$ cat config.mk
export PLATFORM = sky130hd
export DESIGN_NAME = irq_prio_arbiter
export DESIGN_NICKNAME = d
export VERILOG_FILES = /design/src/rtl/irq_prio_arbiter.sv
export SDC_FILE = /design/constraint.sdc
export NUM_CORES = 1
export LEC_CHECK = 0
export CORE_MARGIN = 2
export CORE_UTILIZATION = 48
export CTS_CLUSTER_SIZE = 10
export DETAILED_ROUTE_END_ITERATION = 8
export PLACE_DENSITY = 0.88
export SYNTH_ARGS = -nofsm -noshare
export SYNTH_HDL_FRONTEND = slang
export SYNTH_SLANG_ARGS = --single-unit
$ cat constraint.sdc
create_clock -name clk -period 2.7 [get_ports clk]
set_clock_uncertainty 0.2 [all_clocks]
set_input_delay 0.27 -clock clk [delete_from_list [all_inputs] [get_ports clk]]
set_output_delay 0.27 -clock clk [all_outputs]
set_load 0.02 [all_outputs]
$ cat src/rtl/irq_prio_arbiter.sv
// ---------------------------------------------------------------------------
// irq_prio_arbiter
//
// Clocked interrupt priority arbiter. Request lines are latched into sticky
// pending bits, masked by a per-channel enable shared by every group, and
// arbitrated by fixed group priority (group 0 highest). Inside the winning
// group the channel is picked either by lowest index (RR=0) or round-robin
// from a per-group pointer (RR=1). One grant at a time is offered to the
// servicing sequencer over a valid/ready handshake.
//
// Parameters
//   NCH   channels per group (2..64)
//   NGRP  number of groups   (1..8)
//   RR    0 = fixed channel priority, 1 = round-robin within a group
//
// Ports
//   clk        sole clock, rising edge
//   rst_n      asynchronous active-low reset
//   req        request lines, bit g*NCH+c = group g, channel c
//   en         channel enable, shared by all groups
//   grant_vld  grant offer valid (flop)
//   grant_rdy  consumer accepts the offer
//   grant_grp  winning group index (flop)
//   grant_ch   winning channel index (flop)
//   grp_pend   per-group OR of pending & enable (combinational)
//   any_pend   OR of grp_pend (combinational)
//
// State table
//   state    | meaning
//   ---------+--------------------------------------------------------------
//   ST_IDLE  | no offer outstanding; arbitrate eligible bits each cycle
//   ST_OFFER | grant held stable on grant_grp/grant_ch until grant_rdy
// ---------------------------------------------------------------------------
module irq_prio_arbiter #(
  parameter  int NCH  = 9,
  parameter  int NGRP = 3,
  parameter  int RR   = 0,
  localparam int CHW  = (NCH  > 2) ? $clog2(NCH)  : 1,
  localparam int GW   = (NGRP > 2) ? $clog2(NGRP) : 1
) (
  input  logic                 clk,
  input  logic                 rst_n,
  input  logic [NGRP*NCH-1:0]  req,
  input  logic [NCH-1:0]       en,
  output logic                 grant_vld,
  input  logic                 grant_rdy,
  output logic [GW-1:0]        grant_grp,
  output logic [CHW-1:0]       grant_ch,
  output logic [NGRP-1:0]      grp_pend,
  output logic                 any_pend
);

  if (NCH < 2 || NCH > 64) begin : g_bad_nch
    $error("irq_prio_arbiter: NCH must be in 2..64");
  end
  if (NGRP < 1 || NGRP > 8) begin : g_bad_ngrp
    $error("irq_prio_arbiter: NGRP must be in 1..8");
  end

  typedef enum logic [0:0] {
    ST_IDLE  = 1'b0,
    ST_OFFER = 1'b1
  } state_e;

  state_e                     state_q;
  logic [NGRP*NCH-1:0]        pend_q;
  logic [NGRP*NCH-1:0]        pend_d;
  logic [NGRP-1:0][CHW-1:0]   ptr_q;
  logic                       grant_vld_q;
  logic [GW-1:0]              grant_grp_q;
  logic [CHW-1:0]             grant_ch_q;

  logic [NGRP*NCH-1:0]        elig;
  logic [NGRP-1:0]            grp_any;
  logic                       win_found;
  logic [GW-1:0]              win_grp;
  logic [NCH-1:0]             win_vec;
  logic [CHW-1:0]             win_ptr;
  logic [CHW-1:0]             fix_ch;
  logic [CHW-1:0]             rr_ch;
  logic [CHW-1:0]             win_ch;
  logic [CHW-1:0]             ptr_next;
  logic                       accept;
  logic [NGRP*NCH-1:0]        clr;

  // ---------------------------------------------------------------------
  // Eligibility and per-group summary
  // ---------------------------------------------------------------------
  assign elig = pend_q & {NGRP{en}};

  always_comb begin
    grp_any = '0;
    for (int g = 0; g < NGRP; g++) begin
      grp_any[g] = |elig[g*NCH +: NCH];
    end
  end

  assign win_found = |grp_any;

  // Scan from the top down so the lowest-numbered active group is the last
  // assignment and therefore the winner.
  always_comb begin
    win_grp = '0;
    for (int g = NGRP-1; g >= 0; g--) begin
      if (grp_any[g]) begin
        win_grp = GW'(g);
      end
    end
  end

  always_comb begin
    win_vec = '0;
    win_ptr = '0;
    for (int g = 0; g < NGRP; g++) begin
      if (win_grp == GW'(g)) begin
        win_vec = elig[g*NCH +: NCH];
        win_ptr = ptr_q[g];
      end
    end
  end

  // ---------------------------------------------------------------------
  // Channel selection
  // ---------------------------------------------------------------------
  always_comb begin
    fix_ch = '0;
    for (int c = NCH-1; c >= 0; c--) begin
      if (win_vec[c]) begin
        fix_ch = CHW'(c);
      end
    end
  end

  // Rotate the winning group's vector so the pointer lands at bit 0; the
  // first set bit of the rotated vector is the offset from the pointer.
  always_comb begin : p_rr
    logic [2*NCH-1:0] dbl;
    logic [NCH-1:0]   rot;
    logic             hit;
    int               s;
    dbl   = {win_vec, win_vec} >> win_ptr;
    rot   = dbl[NCH-1:0];
    hit   = 1'b0;
    s     = 0;
    rr_ch = '0;
    for (int k = 0; k < NCH; k++) begin
      if (!hit && rot[k]) begin
        hit = 1'b1;
        s   = int'(win_ptr) + k;
        if (s >= NCH) begin
          s = s - NCH;
        end
        rr_ch = CHW'(s);
      end
    end
  end

  assign win_ch = (RR != 0) ? rr_ch : fix_ch;

  // ---------------------------------------------------------------------
  // Accept and pending update (set wins over clear)
  // ---------------------------------------------------------------------
  assign accept = (state_q == ST_OFFER) && grant_rdy;

  always_comb begin
    clr = '0;
    for (int g = 0; g < NGRP; g++) begin
      for (int c = 0; c < NCH; c++) begin
        clr[g*NCH + c] = accept && (grant_grp_q == GW'(g)) && (grant_ch_q == CHW'(c));
      end
    end
  end

  assign pend_d   = (pend_q & ~clr) | req;
  assign ptr_next = (grant_ch_q == CHW'(NCH-1)) ? '0 : grant_ch_q + 1'b1;

  // ---------------------------------------------------------------------
  // State machine with registered grant outputs
  // ---------------------------------------------------------------------
  always_ff @(posedge clk or negedge rst_n) begin
    if (!rst_n) begin
      state_q     <= ST_IDLE;
      pend_q      <= '0;
      ptr_q       <= '0;
      grant_vld_q <= 1'b0;
      grant_grp_q <= '0;
      grant_ch_q  <= '0;
    end else begin
      pend_q <= pend_d;
      case (state_q)
        ST_IDLE: begin
          if (win_found) begin
            grant_grp_q <= win_grp;
            grant_ch_q  <= win_ch;
            grant_vld_q <= 1'b1;
            state_q     <= ST_OFFER;
          end
        end
        ST_OFFER: begin
          // Offer is frozen here: enable, new requests and req falling do
          // not touch grant_grp_q/grant_ch_q until the consumer accepts.
          if (grant_rdy) begin
            grant_vld_q <= 1'b0;
            state_q     <= ST_IDLE;
            if (RR != 0) begin
              for (int g = 0; g < NGRP; g++) begin
                if (grant_grp_q == GW'(g)) begin
                  ptr_q[g] <= ptr_next;
                end
              end
            end
          end
        end
        default: begin
          state_q     <= ST_IDLE;
          grant_vld_q <= 1'b0;
        end
      endcase
    end
  end

  assign grant_vld = grant_vld_q;
  assign grant_grp = grant_grp_q;
  assign grant_ch  = grant_ch_q;
  assign grp_pend  = grp_any;
  assign any_pend  = |grp_any;

endmodule

==> results.md <==
* Pre-antenna DRT Iters at 5
* Max Transition Viols Final at 0
* Clock Latency Late Sink at 290 ps
* #FFs+latches synth at 35
* Average instance area after synthesis at 9.622 um^2
* Flip-flop and latch area at 875.8 um^2
* Worst setup margin at 73.29 ps
* Filler Cell Count at 289
* Clock transition at path regs at 70 ps
* # hold bufs at CTS at 0
* Slew of the pin with the lowest slew margin at 694.0 ps
* Mapped Cells at 197
* Max stage delay on crit path at 530 ps
* EDFF count, synth at 0
* Seq/Total Area, Yosys at 46.20%
* CP required at 2230 ps
* Post-place instance area at 2660 um^2
* Element type at the critical path end: output port
* Via count at 1,931
* Commonest non-fill, non-tap cells in the layout: 47 x clkdlybuf4s50_1, 36 x nand2_1, 35 x dfrtp_1, 32 x buf_4, 26 x a21o_1
* FMAX at 380.7 MHz
* Met3 Track Usage GR at 6.588%
* Crit path to: grp_pend[2]
* GPL Wtd Cong at 0.9376
* Die extent in y at 66.84 um
* Multi-input logic area at 988.4 um^2
* Area growth syn-to-layout at 45.61%
* Crit start category: input port
* CP max-delay cell: clkdlybuf4s50_1
* Met1 Use GR at 37.18%
* Total GRT Usage at 28.70%
* Slew headroom at 53.08%
* Final Cell Area at 2760 um^2
* Outcome: finished, final reports clean
* Pre-CTS WS at -137.4 ps
* CTS Buf Count at 5
* CP Class: in2out
* Clock buffer depth at 2
* Worst vdd ir at 313.8 uV
* Worst-case reg-to-reg path depth at 7
* Overflow after GRT at 0
* Final setup viols at 0
* Drt total wl at 5805 um
* Arrival @ worst endpoint at 2160 ps
* Detailed-route DRC error count at 0
* Max Fanout on Critical Path at 7
* Met2 usage at 46.75%
* Num ports at 50
* RR Startpoint: pend_q[3]$_DFF_PN0_
* Setup_tns at 0 ps
* Flop pwr share at 48.4%
* Total power at 1.170 mW
* Clock share of power at 32.6%
* Cell Rows at 22
* Share of layout cells above drive strength 1 at 19.79%
* Cell Chain, Critical Path: clkdlybuf4s50_1 -> a222oi_1 -> and4_4 -> inv_6 -> buf_4 -> clkdlybuf4s50_1
* Fin util at 74.28%
* Chip Width at 66.84 um
* Yosys warning total at 0
* Sw power at 311.8 uW
* Syn nets at 236
* CP dominant cell by count: clkdlybuf4s50_1
* First-pass GRT wire length at 9494 um
* Nets at 322
* Via-to-Cell Ratio at 5.834
* Area of the mapped netlist at 1896 um^2
* Antenna cell count at 0
* Most Used Layer, Global Route: met2
* CTS HTree Levels at 2
* Reg-to-reg endpoint: grant_ch[2]$_DFFE_PN0P_
* DRT iter0 DRCs at 212
* PwrDens at 424.0 nW/um^2
* Hold Crit Class: in2async
* Clock sink total at 35
* TritonCTS clock tree: yes
* Final worst path period share at 97.29%
* Avg WL per Cell at 17.54 um
* Combinational fraction of design power at 19.0%
* Root buffer cell: clkbuf_8
* Distinct cell type count after synthesis at 45
* Max-Cap Viols at 0
* Fin. Hold Viols at 0
* RSZ-0062 raised after global routing: false
* Main synth FF type: dfrtp_1
* Net Sw Frac at 26.64%
* Antenna Nets Post-Route at 0
* Int Pwr at 858.6 uW
* Initial antenna violation count at 0
* Leak at 1.017 nW
* Most common cell after layout, fill and taps aside: clkdlybuf4s50_1
* Largest net degree at the start of global routing at 36
* Die ar. at 4468 um^2
* Area of the core at 3716 um^2
* Starting density of the core at 51.01%
* PortBufs at 49
* R2r setup slk at 110 ps
* Worst Setup SP: en[1]
* Tmin final at 2627 ps
* Asr flop ratio synth at 100.0%
* Final HPWL DP at 4598 um
* Number of global-route vias before repair at 1,965
==> stage by stage <==
step | instances | hold slack, ps
2_1_floorplan | 197 | -225.6
3_3_place_gp | 323 | 281.4
3_5_place_dp | 323 | 287.5
4_1_cts | 330 | 210.5
5_1_grt | 331 | 242.2
6_report | 331 | 192.8
==> how the worst min path moves through the flow <==
| stage | slack [ps] | cells past startpoint | to |
|---|---|---|---|
| after floorplan | -230 | 0 | grant_ch[0]$_DFFE_PN0P_ |
| after global placement | 280 | 1 | pend_q[17]$_DFF_PN0_ |
| after detailed placement | 290 | 1 | pend_q[17]$_DFF_PN0_ |
| after CTS | 210 | 2 | pend_q[14]$_DFF_PN0_ |
| after global routing | 240 | 2 | pend_q[6]$_DFF_PN0_ |
| final | 190 | 2 | pend_q[14]$_DFF_PN0_ |
==> metal layers <==
metal	vias up	wire length [um]
met1	918	2415
met4	0	175
met3	18	446
met5	-	0
li1	909	-
met2	86	2768
==> critical path: cells and delay by family <==
kind | cells | cell delay [ps]
simple gates | 1 | 350
buf+inv | 4 | 1170
compound gates | 1 | 360
==> area by class of cell <==
| class | instances | share of cell area [%] |
|---|---|---|
| Multi-Input combinational cell | 156 | 35.81 |
| Sequential cell | 35 | 31.73 |
| Timing Repair Buffer | 81 | 26.38 |
| Clock buffer | 6 | 2.992 |
| Tap cell | 48 | 2.176 |
| Inverter | 4 | 0.7253 |
| Clock inverter | 1 | 0.1813 |
==> sequential cells by signal, summed over array words and instances (netlist names) <==
name       cells
state_q        1
grant_vld      1
grant_grp      2
pend_q        27
grant_ch       4
==> power groups by stage <==
stage | clock, mW | sequential [mW] | combinational, mW
after floorplan | 0 | 0.581 | 0.0744
after global placement | 0 | 0.575 | 0.216
after detailed placement | 0 | 0.576 | 0.220
after CTS | 0.389 | 0.566 | 0.221
after global routing | 0.417 | 0.569 | 0.239
final | 0.381 | 0.567 | 0.223
==> Yosys cell counts (2+ instances only) <==
master / count / area (um^2)
nand3_1: 2 / 10.01
a222oi_1: 2 / 20.02
o31ai_2: 2 / 25.02
nor3_1: 6 / 30.03
nand2_1: 36 / 135.1
o221a_2: 2 / 22.52
o211ai_1: 2 / 15.01
nand2b_1: 7 / 43.79
nor3b_1: 2 / 15.01
nor2_1: 11 / 41.29
o21ai_0: 7 / 35.03
a211oi_1: 3 / 22.52
and4_4: 2 / 22.52
dfrtp_1: 35 / 875.8
or2_2: 3 / 18.77
a21oi_1: 6 / 30.03
inv_1: 3 / 11.26
a21o_1: 26 / 195.2
nor4_1: 4 / 25.02
a22oi_1: 10 / 75.07
o21a_1: 2 / 15.01
==> logic make-up (layout without fill, tap and decap cells) <==
family | after synthesis | count (layout) | share of synthesized area (%)
compound gates | 75 | 75 | 29.70
buf+inv | 6 | 92 | 2.046
mux | 1 | 1 | 0.5281
simple gates | 80 | 80 | 21.52
flops | 35 | 35 | 46.20
==> timing repair <==
| action | in CTS | in global routing |
|---|---|---|
| cloned | 0 | 0 |
| setup endpoints to repair | 1 | 3 |
| pin swaps | 0 | 2 |
| buffers inserted | 0 | 1 |
| gates resized for setup | 1 | 5 |
No activity file was read; power rests on OpenSTA's default activity.
